## config.mk

```make
export PLATFORM = sky130hd
export DESIGN_NAME = chacha20_ks_stream
export DESIGN_NICKNAME = d
export VERILOG_FILES = /design/src/rtl/chacha_pkg.sv /design/src/rtl/ks_blk_fifo.sv /design/src/rtl/chacha20_ks_stream.sv
export SDC_FILE = /design/constraint.sdc
export NUM_CORES = 1
export LEC_CHECK = 0
export ABC_CLOCK_PERIOD_IN_PS = 27700
export BUFFER_PORTS_ARGS = -buffer_cell sky130_fd_sc_hd__buf_2
export CORE_AREA = 2 2 396 398
export CTS_BUF_LIST = sky130_fd_sc_hd__clkbuf_2
export CTS_CLUSTER_DIAMETER = 120
export DETAILED_ROUTE_END_ITERATION = 12
export DIE_AREA = 0 0 398 400
export PLACE_DENSITY_LB_ADDON = 0.1
export SKIP_CTS_REPAIR_TIMING = 1
export SYNTH_ARGS = -nofsm -noshare
export SYNTH_HDL_FRONTEND = slang
export SYNTH_SLANG_ARGS = --single-unit
```

## constraint.sdc

```tcl
create_clock -name clk -period 27.7 [get_ports clk]
set_input_delay 4.155 -clock clk [delete_from_list [all_inputs] [get_ports clk]]
set_output_delay 4.155 -clock clk [all_outputs]
set_load 0.02 [all_outputs]
```

## src/rtl/chacha_pkg.sv

```systemverilog
// Shared ChaCha20 keystream constants, the buffered block record and slice helpers.
package chacha_pkg;

    localparam int CHACHA_BLK_W = 512;
    localparam int OTK_W        = 256;
    localparam int CTR_W        = 32;

    // One buffered keystream block together with the block counter it was generated for
    typedef struct packed {
        logic [CTR_W-1:0]        ctr;
        logic [CHACHA_BLK_W-1:0] data;
    } ks_entry_t;

    // Number of OUT_W-bit slices that make up one 512-bit block
    function automatic int slices_per_block(input int out_w);
        return CHACHA_BLK_W / out_w;
    endfunction

endpackage

```

## src/rtl/ks_blk_fifo.sv

```systemverilog
// Small block buffer: DEPTH entries of {ctr, 512-bit block}, one write and one read port,
// registered occupancy. The read side is show-ahead (head entry always visible).
module ks_blk_fifo
    import chacha_pkg::*;
#(
    parameter int DEPTH = 2,
    parameter int LVL_W = $clog2(DEPTH + 1)
) (
    input  logic             clk,
    input  logic             rst_n,
    input  logic             clr,
    input  logic             wr_en,
    input  ks_entry_t        wr_data,
    input  logic             rd_en,
    output ks_entry_t        rd_data,
    output logic [LVL_W-1:0] occ
);

    localparam int PTR_W = (DEPTH > 1) ? $clog2(DEPTH) : 1;
    localparam logic [PTR_W-1:0] LAST_PTR = PTR_W'(DEPTH - 1);

    ks_entry_t        mem [DEPTH];
    logic [PTR_W-1:0] wr_ptr;
    logic [PTR_W-1:0] rd_ptr;

    assign rd_data = mem[rd_ptr];

    // Payload storage; contents need no reset because occ gates every read
    always_ff @(posedge clk) begin
        if (wr_en) begin
            mem[wr_ptr] <= wr_data;
        end
    end

    // Pointer and occupancy tracking; a flush clears everything, write and pop together hold occ
    always_ff @(posedge clk or negedge rst_n) begin
        if (!rst_n) begin
            wr_ptr <= '0;
            rd_ptr <= '0;
            occ    <= '0;
        end else if (clr) begin
            wr_ptr <= '0;
            rd_ptr <= '0;
            occ    <= '0;
        end else begin
            if (wr_en) begin
                wr_ptr <= (wr_ptr == LAST_PTR) ? '0 : wr_ptr + PTR_W'(1);
            end
            if (rd_en) begin
                rd_ptr <= (rd_ptr == LAST_PTR) ? '0 : rd_ptr + PTR_W'(1);
            end
            case ({wr_en, rd_en})
                2'b10:   occ <= occ + LVL_W'(1);
                2'b01:   occ <= occ - LVL_W'(1);
                default: occ <= occ;
            endcase
        end
    end

endmodule

```

## src/rtl/chacha20_ks_stream.sv

```systemverilog
// Keystream prefetch/slicing stage: requests blocks from the ChaCha20 core with an explicit
// counter, buffers them, and serves OUT_W-bit slices LSB-first; optionally the first
// returned block is diverted to the Poly1305 one-time-key port.
module chacha20_ks_stream
    import chacha_pkg::*;
#(
    parameter int DEPTH = 2,
    parameter int OUT_W = 128,
    parameter int LVL_W = $clog2(DEPTH + 1)
) (
    input  logic                    clk,
    input  logic                    rst_n,
    input  logic                    cfg_we,
    input  logic [CTR_W-1:0]        ctr_init,
    input  logic                    otk_en,
    input  logic                    run,
    output logic                    ks_req,
    output logic [CTR_W-1:0]        ks_ctr,
    input  logic                    ks_valid,
    input  logic [CHACHA_BLK_W-1:0] ks_data,
    output logic                    ks_out_valid,
    input  logic                    ks_out_ready,
    output logic [OUT_W-1:0]        ks_out_data,
    output logic [CTR_W-1:0]        ks_out_ctr,
    output logic                    ks_out_last,
    output logic                    otk_valid,
    output logic [OTK_W-1:0]        otk_data,
    output logic                    ctr_exhausted,
    output logic [LVL_W-1:0]        level
);

    localparam int SPB    = slices_per_block(OUT_W);
    localparam int SIDX_W = (SPB > 1) ? $clog2(SPB) : 1;
    localparam int BASE_W = $clog2(CHACHA_BLK_W);
    localparam logic [LVL_W-1:0]  DEPTH_L   = LVL_W'(DEPTH);
    localparam logic [SIDX_W-1:0] SIDX_LAST = SIDX_W'(SPB - 1);

    logic              outst;
    logic              discard;
    logic              otk_pend;
    logic              exh;
    logic [CTR_W:0]    nxt_ctr;
    logic [SIDX_W-1:0] sidx;
    logic [LVL_W-1:0]  occ;
    logic [BASE_W-1:0] base;
    ks_entry_t         head;
    ks_entry_t         wr_entry;
    logic              issue;
    logic              resp;
    logic              buf_wr;
    logic              pop;
    logic              slice_last;

    // With at most one request in flight, occ + outst < DEPTH reduces to occ < DEPTH once !outst
    assign issue      = run & ~cfg_we & ~outst & ~exh & (occ < DEPTH_L);
    assign resp       = ks_valid & outst & ~cfg_we;
    assign buf_wr     = resp & ~discard & ~otk_pend;
    assign slice_last = (sidx == SIDX_LAST);
    assign pop        = ks_out_valid & ks_out_ready & slice_last & ~cfg_we;
    assign wr_entry   = '{ctr: ks_ctr, data: ks_data};

    assign ks_out_valid  = (occ != '0);
    assign ks_out_last   = ks_out_valid & slice_last;
    assign level         = occ;
    assign ctr_exhausted = exh;

    ks_blk_fifo #(
        .DEPTH (DEPTH),
        .LVL_W (LVL_W)
    ) u_fifo (
        .clk     (clk),
        .rst_n   (rst_n),
        .clr     (cfg_we),
        .wr_en   (buf_wr),
        .wr_data (wr_entry),
        .rd_en   (pop),
        .rd_data (head),
        .occ     (occ)
    );

    // Select the current slice of the head block; outputs are forced to zero while empty
    always_comb begin
        base        = BASE_W'(int'(sidx) * OUT_W);
        ks_out_data = '0;
        ks_out_ctr  = '0;
        if (ks_out_valid) begin
            ks_out_data = head.data[base +: OUT_W];
            ks_out_ctr  = head.ctr;
        end
    end

    // Request issue, response bookkeeping and configuration flush (flush wins over everything)
    always_ff @(posedge clk or negedge rst_n) begin
        if (!rst_n) begin
            ks_req    <= 1'b0;
            ks_ctr    <= '0;
            outst     <= 1'b0;
            discard   <= 1'b0;
            otk_pend  <= 1'b0;
            exh       <= 1'b0;
            nxt_ctr   <= '0;
            otk_valid <= 1'b0;
            otk_data  <= '0;
        end else begin
            ks_req    <= issue;
            otk_valid <= 1'b0;
            if (cfg_we) begin
                nxt_ctr  <= {1'b0, ctr_init};
                otk_pend <= otk_en;
                exh      <= 1'b0;
                if (outst && !ks_valid) begin
                    discard <= 1'b1;
                end else begin
                    outst   <= 1'b0;
                    discard <= 1'b0;
                end
            end else begin
                if (issue) begin
                    ks_ctr  <= nxt_ctr[CTR_W-1:0];
                    outst   <= 1'b1;
                    nxt_ctr <= nxt_ctr + (CTR_W + 1)'(1);
                    if (nxt_ctr[CTR_W-1:0] == '1) begin
                        exh <= 1'b1;
                    end
                end
                if (resp) begin
                    outst <= 1'b0;
                    if (discard) begin
                        discard <= 1'b0;
                    end else if (otk_pend) begin
                        otk_valid <= 1'b1;
                        otk_data  <= ks_data[OTK_W-1:0];
                        otk_pend  <= 1'b0;
                    end
                end
            end
        end
    end

    // Slice index advances on every accepted slice and wraps after the last one of a block
    always_ff @(posedge clk or negedge rst_n) begin
        if (!rst_n) begin
            sidx <= '0;
        end else if (cfg_we) begin
            sidx <= '0;
        end else if (ks_out_valid && ks_out_ready) begin
            sidx <= slice_last ? '0 : sidx + SIDX_W'(1);
        end
    end

endmodule

```

Word-level counts from Yosys, hierarchy flattened --
Memories as Yosys holds them, arrays and structs flattened. Cells that the tools add are included.
Word-level totals: input port bits 551, memories 1, bits in writable memories 1088, logic and storage cells 96, output and inout bits 455, register bits after elaboration 333
Memories:
- u_fifo.mem | words 2, width 544, rd ports 1, clocked after memory_dff 0, write ports 1, RTL line ks_blk_fifo.sv:22 | ks_entry_t mem [DEPTH];
Operators by class: reduce and logical (&&, ||, !) cells 17, equality and inequality tests 6, bitwise logic cells 17, shift operators 1, magnitude comparators 1, add/sub/neg operators 6, multiplexer cells 34
Operator list (count):
- 512-bit by 10-bit variable part select with 128-bit output | 1
- 128-bit two-way mux | 1
- 33-bit two-way mux | 2
- 33-bit by 1-bit adder with 33-bit output, second input constant | 1
- 32-bit == test, second input constant | 1
- 32-bit two-way mux | 1
- 1-bit two-way mux | 25
- 2-bit nonzero test | 7
- 1-bit AND | 12
- 2-bit two-way mux | 4
- 2-bit AND reduction | 4
- 3-bit nonzero test | 2
- 1-bit inverter | 5
- 2-bit by 1-bit adder with 2-bit output, second input constant | 2
- 2-bit == test, second input constant | 2
- 2-bit != test, second input constant | 2
- 2-bit case mux with 2 select lines | 1
- 4-bit AND reduction | 1
- 1-bit adder, second input constant | 2
- 2-bit by 1-bit == test with 1-bit output, second input constant | 1
- 1-bit logical AND | 2
- 2-bit less-than comparator, second input constant | 1
- 2-bit by 1-bit subtractor with 2-bit output, second input constant | 1
- 1-bit logical NOT | 1

Longest topological paths before layout --
depth in word-level cells 8, depth in mapped cells 7, gate-level depth less buffers 5

Hierarchy --
From an unflattened synthesis, not the netlist that was laid out.
Unflattened totals: cells, all modules 2931, area total of the unflattened synthesis 56633.1 sq um
Modules (own cells, without submodules):
- ks_blk_fifo | seq. area each 32771.4 sq um, times used 1, area an instance 39629.3 sq um, cells an instance 1712
- chacha20_ks_stream | seq. area each 8207.9 sq um, times used 1, area an instance 17003.8 sq um, cells an instance 1219

Worst setup path after synthesis --
No wires, ideal clock.
path kind input to register, from in cfg_we, to mem u_fifo.mem[0][0] in the netlist's numbering (enable), setup slack -1.217 ns, library setup time 1.468 ns, path buffers 1, stages on the path 3, arrival time 27.449 ns, data required time 26.232 ns, path through clkbuf_1 > or4_1 > nor2_1
On the way: cells in the longest elaborated chain, start to end 6
RTL lines:
- start, declared | RTL line chacha20_ks_stream.sv:13 | input logic cfg_we,
- 1-bit inverter (no source line)
- 1-bit AND | RTL line chacha20_ks_stream.sv:56 | assign resp = ks_valid & outst & ~cfg_we;
- 1-bit AND (2 in a row) | RTL line chacha20_ks_stream.sv:57 | assign buf_wr = resp & ~discard & ~otk_pend;
- 1-bit two-way mux | RTL line ks_blk_fifo.sv:30 | if (wr_en) begin
- 1-bit two-way mux (not written as such) | RTL line ks_blk_fifo.sv:31 | mem[wr_ptr] <= wr_data;
- end, declared | RTL line ks_blk_fifo.sv:22
No other way between the ends.

Worst setup path after layout --
from reg u_fifo.rd_ptr, to out ks_out_data[117]
On the way: cells in the longest elaborated chain, start to end 3
RTL lines:
- start, declared | RTL line ks_blk_fifo.sv:24 | logic [PTR_W-1:0] rd_ptr;
- start signal, assigned | RTL line ks_blk_fifo.sv:50 | rd_ptr <= (rd_ptr == LAST_PTR) ? '0 : rd_ptr + PTR_W'(1);
- memory read 2 x 544 bit
- 512-bit by 10-bit variable part select with 128-bit output | RTL line chacha20_ks_stream.sv:87 | ks_out_data = head.data[base +: OUT_W];
- 128-bit two-way mux | RTL line chacha20_ks_stream.sv:86 | if (ks_out_valid) begin
- end, declared | RTL line chacha20_ks_stream.sv:23 | output logic [OUT_W-1:0] ks_out_data,
No other way between the ends.

==> impl_metrics.csv <==
group,metric,value,unit
run_status,status,"finished clean",
placement,dpl.cell_count,5603,
sta,maxSlewViolCount,0,
power_and_ir_drop,intPower,3.30,mW
critical_path,path_max_fanout,93,
yosys,synth_fp_nets,3198,
critical_path,crit_path_top_delay_cell,"dfrtp_4",
critical_path,crit_chain,"buf_4 -> buf_12 -> buf_4 -> buf_4 -> mux4_2 -> mux2i_1 -> nor2_1 -> buf_2",
yosys,synth_top_family_by_area,"multiplexers",
sta,finalSetupViolations,0,
routing,initialDrtViolationCount,1657,
global_route,grt_max_degree,154,
yosys,synth_xor_area_share,0.188,%
yosys,synth_edf_count,1088,
sta,fmax,0.0972,GHz
critical_path,crit_path_start_kind,"register",
layout,instances_no_fill,6316,
yosys,synth_fa_ha_area_share,0.0463,%
power_and_ir_drop,pwr-share-comb,13.4,%
layout,fillCellCount,14495,
yosys,synthMuxAreaShare,19.7,%
placement,port_buffers,1005,
yosys,synth_top_flop_cell,"edfxtp_1",
global_route,grt_antenna_before_repair,102,
routing,ant_nets,0,
clock_network,cts_tree,"done",
power_and_ir_drop,peakVddDrop,0.0000411,V
clock_network,cts_buffers,385,
routing,wl,153,mm
sta,max_slew_margin,28.5,%
global_route,grt_usage,18.6,%
global_route,grt_pass1_wl,215,mm
clock_network,root_buffer,"clkbuf_2",
yosys,ys_types,37,
yosys,yosysSeqAreaShare,75.9,%
sta,finalHoldViolations,0,
power_and_ir_drop,swShare,28.6,%
routing,vias,30572,
floorplanning,fp-row-count,145,
critical_path,crit_buf_inv,5,
clock_network,clkSinkCount,1420,
yosys,synth_simple_gate_area_share,2.41,%
clock_network,cts_max_level,5,
yosys,syn_inst,2645,
critical_path,cp.arrival,6.13,ns
sta,skew,0.236,ns
layout,area_growth,20.3,%
sta,post-route-period-util,37.1,%
routing,drc,0,
min_path,hold_class,"register to register",
routing,routed_via_density,4.84,
clock_network,clk_latency,1.69,ns
power_and_ir_drop,clockPowerShare,31.5,%
clock_network,clk_pin_slew,0.10,ns
floorplanning,start_util,34.8,%
clock_network,clock_path_buffers,4,
routing,wl_per_cell,24.2,um
yosys,yosys_warnings,0,
floorplanning,pin_count,1006,
sta,period_needed,10.29,ns
placement,place_hpwl,105,mm
power_and_ir_drop,p_sw,1.32,mW
critical_path,crit_top_cell,"buf_4",
layout,final_util,41.9,%
yosys,synth_compound_area_share,0.785,%
power_and_ir_drop,p_per_area,71.0,nW/um2
placement,place_congestion,0.778,
global_route,grt.overflow.total,0,
floorplanning,core_area,155000,um2
critical_path,crit_family,"buffers and inverters",
sta,rsz0062_at_grt,"no",
sta,worst_slew_pin_slew,1.07,ns
floorplanning,fp.dieH,400,um
power_and_ir_drop,pwr-share-seq,55.1,%
floorplanning,dieArea,159000,um2
yosys,async_flop_share,23.4,%
routing,drt_pre_antenna_iters,5,
sta,fin_tns_setup,0,ns
yosys,synth_area,54000,um2
layout,final_nets,4485,
power_and_ir_drop,leakage,24.7,nW
critical_path,crit_path_max_incr_delay,0.77,ns
yosys,syn_area_per_cell,20.4,um2
floorplanning,fp.dieW,398,um
layout,drive_above_1_share,52.3,%
critical_path,critical_path_class,"register to output pin",
critical_path,cp-end-kind,"output pin",
global_route,grt_pass1_vias,31713,
yosys,synth_seq_cells,1420,
critical_path,cp.required,23.55,ns
run,drv_cap,0,
-- power by group through the flow --
stage                     logic [mW]  clock network, mW  registers, mW
after global placement         0.625                  0           2.59
after CTS                      0.629               1.53           2.55
after global routing           0.660               1.63           2.57
after floorplan                0.170                  0           2.77
after detailed placement       0.628                  0           2.59
final                          0.619               1.45           2.55
-- metal layers --
| layer | track usage, % | vias to the layer above | routed length, um |
|---|---|---|---|
| met5 | 0 | - | 457 |
| met4 | 5.96 | 70 | 3910 |
| met3 | 6.68 | 396 | 12500 |
| li1 | - | 13446 | - |
| met1 | 21.9 | 15480 | 58600 |
| met2 | 31.7 | 1180 | 77100 |
-- cells in the mapped netlist (2+ instances only) --
cell type,count,area (um2)
or4b_1,3,30.0
mux2_2,288,3240
and4_1,2,17.5
a21oi_1,5,25.0
ha_1,2,25.0
mux4_2,256,5770
or3_1,5,31.3
buf_2,3,15.0
nor2_1,194,728
nor4_1,2,12.5
nand4_1,12,75.1
buf_1,35,131
or4_1,19,143
clkbuf_1,104,390
o21ai_0,19,95.1
mux2i_1,161,1610
nor4b_1,3,26.3
xnor2_1,3,26.3
and3_1,8,50.1
dfrtp_1,332,8310
nand3_1,12,60.1
a311o_1,2,20.0
o31ai_1,16,120
xor2_1,6,52.6
a31oi_1,21,131
or2_2,2,12.5
nand2_1,25,93.8
edfxtp_1,1088,32700
and2_1,3,18.8
inv_1,7,26.3
-- cells in the final DEF, fill, tap and decap left out, types with 3 or more instances in the layout --
master and count:
a21oi_1 5, nand3_1 12, buf_4 31, or4_1 19, nand4_1 12, edfxtp_1 1088
diode_2 28, bufinv_16 3, mux2_2 288, and3_1 8, clkinv_2 11, or3_1 5
buf_2 1004, xnor2_1 3, buf_12 6, clkbuf_2 592, nor2_1 191, nand2_1 25
clkinv_1 72, mux2i_1 161, clkinvlp_4 3, or4b_1 3, dfrtp_1 329, xor2_1 6
nor2_4 3, dfrtp_4 3, inv_1 7, o31ai_1 16, a31oi_1 21, o21ai_0 19
mux4_2 256
-- area by class of cell --
class / instances / area [um2] / share of cell area [%]
clock buffers: 592 / 2960 / 4.56
inverters: 8 / 30.0 / 0.0462
clock inverters: 93 / 468 / 0.720
repair buffers: 1042 / 5390 / 8.30
multi-input cells: 1075 / 12500 / 19.2
well taps: 2058 / 2570 / 3.96
flip-flops and latches: 1420 / 41000 / 63.1
diodes: 28 / 70.1 / 0.108
-- state kept, by name, summed over array words and instances, names as in the netlist --
signal and flops:
sidx 2, u_fifo.rd_ptr 1, otk_pend 1, outst 1, ctr_exhausted 1, ks_req 1
u_fifo.wr_ptr 1, nxt_ctr 32, u_fifo.occ 2, u_fifo.mem 1088, discard 1, otk_valid 1
ks_ctr 32, otk_data 256
-- cell families after synthesis --
family	count (synthesis)
flops	1420
mux	705
buf+inv	150
fa+ha+maj	2
simple gates	291
xor+xnor	10
compound gates	67
-- through the flow --
stage | area (um2) | setup slack (ns) | power (mW) | hold WS [ns]
final | 65000 | 17.41 | 4.62 | 0.388
after floorplan | 54000 | 8.03 | 2.94 | 0.494
after CTS | 64900 | 16.83 | 4.71 | 0.369
after detailed placement | 61500 | 18.64 | 3.22 | 0.484
after global routing | 65000 | 16.59 | 4.85 | 0.417
after global placement | 61500 | 18.63 | 3.21 | 0.476
-- worst paths after layout --
check,start,end,slack [ns],depth (start not counted)
max in group asynchronous,rst_n,otk_data[100],22.35,4
hold / removal,ks_ctr[7],u_fifo.mem[1][519],0.39,0
setup reg to reg,outst,u_fifo.mem[1][377],22.83,6
setup / recovery,u_fifo.rd_ptr,ks_out_data[117],17.41,8
min in group asynchronous,rst_n,otk_data[34],2.41,1
hold reg to reg,ks_ctr[7],u_fifo.mem[1][519],0.39,0
(Power assumes the default switching activity.)
